**src/rtl/ndn_rx_packet_assembler.sv**
```systemverilog
// -----------------------------------------------------------------------------
// ndn_rx_packet_assembler
//
// Rebuilds NDN packets from the SPI receive byte stream and offers each
// complete packet to the FIB lookup stage.
//
// Stream format: one metadata byte (bit 6 = interest, bits 5:0 = prefix
// length, bit 7 ignored), PREFIX_BYTES prefix bytes, then DATA_BYTES payload
// bytes for data packets only. A single packet is held at a time. Bytes that
// arrive while a finished packet is waiting are dropped and counted.
//
// Handshake: pkt_valid is high while a complete packet sits on the pkt_*
// outputs, which stay stable until the cycle after an edge where
// pkt_valid && pkt_ready (the transfer edge). pkt_ready is ignored while
// pkt_valid is low.
//
// Optional feature, macro NDN_RX_ASM_TIMEOUT_EN: when defined, a partial packet
// is aborted after TIMEOUT_CYCLES consecutive cycles without rx_valid in the
// PREFIX or DATA state. When undefined, partial packets wait indefinitely.
//
// Ports:
//   clk             in   clock, rising edge
//   rst             in   asynchronous active-high reset
//   rx_valid        in   rx_byte carries a stream byte this cycle
//   rx_byte[7:0]    in   stream byte
//   pkt_valid       out  complete packet present
//   pkt_ready       in   downstream accepts packet when pkt_valid is high
//   pkt_is_interest out  metadata bit 6
//   pkt_prefix_len  out  metadata bits 5:0
//   pkt_prefix      out  prefix, first byte in the MSBs
//   pkt_data        out  payload, first byte in the MSBs (zero for interest)
//   drop_count      out  saturating count of dropped bytes
//   err_pulse       out  one-cycle pulse after a drop or timeout abort
//   dbg_state[1:0]  out  current FSM state (IDLE=0, PREFIX=1, DATA=2, HOLD=3)
// -----------------------------------------------------------------------------
module ndn_rx_packet_assembler #(
  parameter int PREFIX_BYTES   = 8,
  parameter int DATA_BYTES     = 32,
  parameter int TIMEOUT_CYCLES = 64
) (
  input  logic                      clk,
  input  logic                      rst,
  input  logic                      rx_valid,
  input  logic [7:0]                rx_byte,
  output logic                      pkt_valid,
  input  logic                      pkt_ready,
  output logic                      pkt_is_interest,
  output logic [5:0]                pkt_prefix_len,
  output logic [PREFIX_BYTES*8-1:0] pkt_prefix,
  output logic [DATA_BYTES*8-1:0]   pkt_data,
  output logic [7:0]                drop_count,
  output logic                      err_pulse,
  output logic [1:0]                dbg_state
);

  localparam int PW        = PREFIX_BYTES * 8;
  localparam int DW        = DATA_BYTES * 8;
  localparam int MAX_BYTES = (PREFIX_BYTES > DATA_BYTES) ? PREFIX_BYTES : DATA_BYTES;
  localparam int CNT_W     = $clog2(MAX_BYTES + 1);

  localparam logic [CNT_W-1:0] PREFIX_LAST = CNT_W'(PREFIX_BYTES - 1);
  localparam logic [CNT_W-1:0] DATA_LAST   = CNT_W'(DATA_BYTES - 1);

  typedef enum logic [1:0] {
    S_IDLE   = 2'd0,
    S_PREFIX = 2'd1,
    S_DATA   = 2'd2,
    S_HOLD   = 2'd3
  } state_t;

  state_t           state_q, state_d;
  logic [CNT_W-1:0] cnt_q, cnt_d;

  // Datapath controls decoded by the next-state logic.
  logic start_pkt;     // current byte is a metadata byte
  logic shift_prefix;  // current byte is a prefix byte
  logic shift_data;    // current byte is a payload byte
  logic drop_byte;     // byte arrived while a finished packet waits
  logic abort;         // inter-byte timeout expired this cycle

  // ---------------------------------------------------------------------------
  // Inter-byte timeout
  // ---------------------------------------------------------------------------
`ifdef NDN_RX_ASM_TIMEOUT_EN
  localparam int TW = $clog2(TIMEOUT_CYCLES + 1);

  logic [TW-1:0] idle_q;
  logic          in_body;

  assign in_body = (state_q == S_PREFIX) || (state_q == S_DATA);

  // The abort fires on the edge that ends the TIMEOUT_CYCLES-th idle cycle.
  assign abort = in_body && !rx_valid && (idle_q == TW'(TIMEOUT_CYCLES - 1));

  always_ff @(posedge clk or posedge rst) begin
    if (rst) begin
      idle_q <= '0;
    end else if (in_body && !rx_valid && !abort) begin
      idle_q <= idle_q + 1'b1;
    end else begin
      idle_q <= '0;
    end
  end
`else
  // Timeout not compiled in: the comparison is constant false.
  assign abort = (TIMEOUT_CYCLES < 0);
`endif

  // ---------------------------------------------------------------------------
  // Next-state logic
  // ---------------------------------------------------------------------------
  always_comb begin
    state_d      = state_q;
    cnt_d        = cnt_q;
    start_pkt    = 1'b0;
    shift_prefix = 1'b0;
    shift_data   = 1'b0;
    drop_byte    = 1'b0;

    case (state_q)
      S_IDLE: begin
        if (rx_valid) begin
          start_pkt = 1'b1;
          cnt_d     = PREFIX_LAST;
          state_d   = S_PREFIX;
        end
      end

      S_PREFIX: begin
        if (abort) begin
          state_d = S_IDLE;
        end else if (rx_valid) begin
          shift_prefix = 1'b1;
          if (cnt_q == '0) begin
            if (pkt_is_interest) begin
              state_d = S_HOLD;
            end else begin
              cnt_d   = DATA_LAST;
              state_d = S_DATA;
            end
          end else begin
            cnt_d = cnt_q - 1'b1;
          end
        end
      end

      S_DATA: begin
        if (abort) begin
          state_d = S_IDLE;
        end else if (rx_valid) begin
          shift_data = 1'b1;
          if (cnt_q == '0) begin
            state_d = S_HOLD;
          end else begin
            cnt_d = cnt_q - 1'b1;
          end
        end
      end

      S_HOLD: begin
        if (pkt_ready) begin
          // A byte on the transfer edge is the next packet's metadata.
          if (rx_valid) begin
            start_pkt = 1'b1;
            cnt_d     = PREFIX_LAST;
            state_d   = S_PREFIX;
          end else begin
            state_d = S_IDLE;
          end
        end else if (rx_valid) begin
          drop_byte = 1'b1;
        end
      end

      default: state_d = S_IDLE;
    endcase
  end

  // ---------------------------------------------------------------------------
  // State and datapath registers
  // ---------------------------------------------------------------------------
  always_ff @(posedge clk or posedge rst) begin
    if (rst) begin
      state_q <= S_IDLE;
      cnt_q   <= '0;
    end else begin
      state_q <= state_d;
      cnt_q   <= cnt_d;
    end
  end

  always_ff @(posedge clk or posedge rst) begin
    if (rst) begin
      pkt_is_interest <= 1'b0;
      pkt_prefix_len  <= '0;
      pkt_prefix      <= '0;
      pkt_data        <= '0;
    end else if (start_pkt) begin
      pkt_is_interest <= rx_byte[6];
      pkt_prefix_len  <= rx_byte[5:0];
      pkt_prefix      <= '0;
      pkt_data        <= '0;
    end else if (abort) begin
      pkt_prefix <= '0;
      pkt_data   <= '0;
    end else if (shift_prefix) begin
      pkt_prefix <= {pkt_prefix[PW-9:0], rx_byte};
    end else if (shift_data) begin
      pkt_data <= {pkt_data[DW-9:0], rx_byte};
    end
  end

  always_ff @(posedge clk or posedge rst) begin
    if (rst) begin
      drop_count <= '0;
      err_pulse  <= 1'b0;
    end else begin
      err_pulse <= drop_byte | abort;
      if (drop_byte && (drop_count != 8'hFF)) begin
        drop_count <= drop_count + 8'd1;
      end
    end
  end

  // pkt_valid comes straight from the state flop, so it is registered.
  assign pkt_valid = (state_q == S_HOLD);
  assign dbg_state = state_q;

endmodule
```
**config.mk**
```make
export PLATFORM = sky130hd
export DESIGN_NAME = ndn_rx_packet_assembler
export DESIGN_NICKNAME = d
export VERILOG_FILES = /design/src/rtl/ndn_rx_packet_assembler.sv
export SDC_FILE = /design/constraint.sdc
export NUM_CORES = 1
export LEC_CHECK = 0
export ABC_AREA = 0
export ABC_CLOCK_PERIOD_IN_PS = 30300
export CAP_MARGIN = 20
export CORE_MARGIN = 10
export CORE_UTILIZATION = 48
export CTS_CLUSTER_SIZE = 16
export DETAILED_ROUTE_END_ITERATION = 10
export GPL_ROUTABILITY_DRIVEN = 0
export GPL_TIMING_DRIVEN = 1
export PLACE_DENSITY = 0.77
export SLEW_MARGIN = 25
export SYNTH_ARGS = -nofsm -noshare
export SYNTH_HDL_FRONTEND = slang
export SYNTH_SLANG_ARGS = --single-unit
```
**constraint.sdc**
```tcl
create_clock -name clk -period 30.3 [get_ports clk]
set_input_delay 3.03 -clock clk [delete_from_list [all_inputs] [get_ports clk]]
set_output_delay 3.03 -clock clk [all_outputs]
set_load 0.01 [all_outputs]
```
* Word-level counts from Yosys, hierarchy flattened
Cells that the tools add are included.
W data, S select, Z words.
** Storage, ports and cells
- Register bits after elaboration :: 344
- Output and inout port bits :: 339
** Operators by class
- Add/sub/neg operators :: 2
- Equal/unequal tests :: 13
- Muxes and demuxes :: 29
- Reductions and logical operators :: 8
** Operators by type and width (number)
- $mux W256 :: 3
- $mux W64 :: 2
- $mux W6 :: 7
- $pmux W6 S4 :: 1
- $ne A2 B2 Y1 const B :: 7
- $mux W2 :: 6
- $add A8 B1 Y8 const B :: 1
- $mux W1 :: 8
- $ne A8 B8 Y1 const B :: 1
- $pmux W2 S4 :: 1
- $logic_not A6 Y1 :: 1
- $reduce_and A6 Y1 :: 1
- $sub A6 B1 Y6 const B :: 1
- $reduce_and A5 Y1 :: 1
- $eq A2 B2 Y1 const B :: 2
- $reduce_bool A2 Y1 :: 2
- $ne A3 B3 Y1 const B :: 1
- $eq A2 B1 Y1 const B :: 1
- $logic_not A2 Y1 :: 1
- $ne A2 B1 Y1 const B :: 1
- $pmux W1 S2 :: 1
- $reduce_and A2 Y1 :: 1
- $logic_and A1 B1 Y1 :: 1

* Depth between registers and ports, before layout
- Depth in word-level cells :: 5
- Gate-level depth with buffers :: 9
- Mapped depth without buffers :: 6

* Worst setup path after synthesis
OpenSTA, ideal clock, no wires.
- Kind :: input to register
- From :: in rx_valid
- To :: reg pkt_data[100]
- Data arrival time :: 4.121 ns
- Data required time :: 30.177 ns
- Path slack :: 26.055 ns
- Cell stages on the path :: 6
- Path through :: buf_2 nor3b_1 buf_2 buf_2 buf_2 a21oi_1
** Between the ends
- Cells in the longest elaborated chain, start to end :: 5
- Elaborated cells between the ends (all ways) :: 9
- Those cells by class :: eq/ne (1); mux (6); reduce/logical (2)
** Ends and longest elaborated chain
- start, declared :: line 43 : input logic rx_valid,
- $mux W1 (*)
- $mux W1 :: line 161 : if (pkt_ready) begin
- $pmux W1 S2 :: line 120 : case (state_q)
- $ne A2 B2 Y1 (no source line) / $reduce_bool A2 Y1 (equally long branches)
- $reduce_and A2 Y1 (no source line)
- end signal, assigned :: line 209 : pkt_data <= {pkt_data[DW-9:0], rx_byte};
- end, declared :: line 50 : output logic [DATA_BYTES*8-1:0] pkt_data,
Mark *: on every way between the ends. The rest lies on a longest branch, timed or not.
A chain may end at the register's enable or synchronous reset.

* Worst setup path in the final report
- From :: in rx_valid
- To :: reg pkt_data[124]
The elaborated chain is that of the path after synthesis.

==> metrics.csv <==
stage;metric;value;unit
run_status;status;completed;
power_and_ir_drop;p_seq_share;40.2;%
layout;fin_area;18700;sq um
route;via_per_inst;5.29;
setup_path;r2r_slack;26.47;ns
clock_network;clock-root-buffer;clkbuf_16;
min_path;min_path_cells;1;
global_routing;grt_max_degree;257;
global_routing;grt-ovfl-total;0;
synthesis;ys_ff_latch;344;
timing;setup_viol;0;
die;num_rows;61;
setup_path;cp-end-kind;register;
synthesis;syn-cell-area;13800;sq um
setup_path;rr_worst_depth;8;
power_and_ir_drop;pwr-share-comb;27.9;%
job;maxCapViolCount;0;
timing;finClkSkew;0.00942;ns
clock_network;clock-sinks;344;
synthesis;async_reset_ff_share;100;%
place;post-place-cells;2140;
layout;multi_input_area;4720;sq um
die;start_util;49.1;%
layout;seq_area;8610;sq um
layout;fillers;2253;
clock_network;cts_buffer_depth;3;
timing;max_freq;162;MHz
synthesis;ys_seq_area_share;62.4;%
setup_path;startpoint_type;input pin;
setup_path;cp_top_family;buffers and inverters;
setup_path;r2r_end;pkt_data[124];
timing;slew_viol_final;0;
layout;drive_gt1_share;4.81;%
route;drt_iter0_drc;1110;
clock_network;post_cts_resized;0;
synthesis;netlist_instances;1511;
layout;final_common_cell;nand2_1;
layout;area_growth;35.7;%
synthesis;syn-num-nets;1531;
synthesis;synth-edff-count;0;
setup_path;max_stage_delay;0.81;ns
power_and_ir_drop;p_int;0.945;mW
setup_path;reg2reg_from;dbg_state[1];
power_and_ir_drop;p_per_area;75.7;nW/um^2
place;hpwl;27100;um
setup_path;critical_path_arrival;6.59;ns
min_path;hold_path_startpoint;pkt_prefix_len[1];
power_and_ir_drop;p_clk_share;32.0;%
timing;fin_crit_sh;20.4;%
synthesis;syn_area_per_cell;9.12;sq um
timing;max_slew_margin;33.6;%
power_and_ir_drop;p_sw_share;33.3;%
setup_path;worstSetupPathType;input pin to register;
synthesis;synthFlopType;dfrtp_1;
timing;worst_pin_slew;0.996;ns
timing;fin_crit;6.17;ns
power_and_ir_drop;peakVddDrop;51.3;uV
route;drt-pass1-iter-count;5;
synthesis;synth_area_leaders;dfrtp_1 (62%), nand2_1 (18%), a21oi_1 (12%), clkbuf_1 (1.5%), buf_2 (1.5%);
timing;fin_tns_setup;0;ns
power_and_ir_drop;finalPower;1.42;mW
timing;finalHoldViolations;0;
synthesis;ys_types;38;
route;wirelength;41400;um
clock_network;cts_setup_buffers;0;
clock_network;clk_pin_slew;0.06;ns
die;core;28100;sq um
synthesis;synth.top_cell.area_share;62.4;%
power_and_ir_drop;netSwitchingPower;0.471;mW
clock_network;clk_latency;0.51;ns
setup_path;required;30.72;ns
clock_network;postCtsHoldBufs;0;
global_routing;antenna_found_initial;1;
synthesis;yosysWarnings;0;
setup_path;worstPathMaxFanout;85;
layout;mostFrequentLayoutCells;nand2_1 (644), clkdlybuf4s50_1 (350), dfrtp_1 (344), a21oi_1 (328), clkbuf_16 (39);
place;io_buffers;350;
timing;rsz0062_at_grt;no;
setup_path;crit_path_cell_trace;clkdlybuf4s50_1 -> nand2_1 -> or2_4 -> buf_4 -> buf_4 -> buf_16 -> nand2_1 -> a21oi_1;
min_path;worstHoldEndpoint;pkt_prefix_len[1];
die;ioPinCount;351;
layout;nets;1823;
global_routing;grt_util_all_layers;22.4;%
clock_network;cts_buffers;37;
route;drc;0;
route;vias;11670;
timing;worst_hold_slack;0.506;ns
global_routing;grt_pass1_vias;11572;
die;die_x;189;um
global_routing;grt_pass1_wl;65700;um
layout;instances_no_fill;2208;
die;die_area;35900;sq um
route;routedWlPerCell;18.8;um
route;antenna_left;0;
die;fp.dieH;189;um
power_and_ir_drop;p_leak;7.90;nW
min_path;hold_path.class;register to register;
place;place_area;17400;sq um
clock_network;cts_tree;yes;
clock_network;htreeDepth;2;
setup_path;path_buf_inv;4;
synthesis;netlist.top_cell.by_area;dfrtp_1;
setup_path;cpMaxStageDelayCell;buf_4;
## flip-flops by register name, summed over array words and instances, names as in the netlist
register and flops:
pkt_data 256, pkt_prefix 64, drop_count 8, cnt_q 6
pkt_prefix_len 6, dbg_state 2, err_pulse 1, pkt_is_interest 1
## how the worst max path moves through the flow
stage	startpoint	end	slack [ns]	cells after the start
after global placement	rx_valid	pkt_data[184]	23.58	7
after floorplan	rst	cnt_q[0]	17.73	1
after CTS	rx_valid	pkt_data[206]	24.00	7
after global routing	rx_valid	pkt_data[135]	23.86	8
after detailed placement	rx_valid	pkt_data[135]	23.45	7
final	rx_valid	pkt_data[124]	24.13	8
## through the flow
stage / util, % / setup WS, ns
2_1_floorplan: - / 17.73
3_3_place_gp: 62.0 / 23.58
3_5_place_dp: 62.1 / 23.45
4_1_cts: 66.4 / 24.00
5_1_grt: 66.6 / 23.86
6_report: 66.6 / 24.13
## layout make-up
| cell class | count | area share (%) |
|---|---|---|
| diodes | 1 | 0.0134 |
| clock buffers | 57 | 6.01 |
| clock inverters | 8 | 0.535 |
| inverters | 6 | 0.161 |
| multi-input cells | 1052 | 25.2 |
| flip-flops and latches | 344 | 46.0 |
| well taps | 378 | 2.53 |
| repair buffers | 362 | 19.5 |
## metal layers
metal / global-route usage, % / vias up / part of all wire [%]
met1: 27.2 / 5728 / 39
met5: 0 / - / 0
met2: 35.5 / 388 / 48
met3: 8.71 / 72 / 9.5
met4: 8.42 / 0 / 3.5
li1: - / 5482 / -
## cell usage after synthesis (3+ instances only)
library cell	count
nand4_1	3
buf_2	40
clkbuf_1	54
buf_1	15
mux2_2	10
nand2_1	645
xor2_1	5
inv_1	6
nand3_1	6
nor2_1	13
dfrtp_1	344
a2bb2oi_1	3
ha_1	8
nor3_1	3
a21oi_1	328
## power by group through the flow
stage | Combinational, mW | Sequential, mW | Clock [mW]
2_1_floorplan | 0.195 | 0.591 | 0
3_3_place_gp | 0.385 | 0.573 | 0
3_5_place_dp | 0.391 | 0.575 | 0
4_1_cts | 0.393 | 0.569 | 0.460
5_1_grt | 0.429 | 0.577 | 0.479
6_report | 0.395 | 0.569 | 0.452
## logic make-up (layout without fill, tap and decap cells)
group	after synthesis	after routing	share of synthesized area (%)
mux	10	10	0.817
compound gates	343	343	12.9
fa+ha+maj	8	8	0.726
flops	344	344	62.4
other cells	0	1	0
xor+xnor	7	7	0.445
simple gates	684	684	19.2
buf+inv	115	433	3.49
Power figures use the tool's default switching activity.
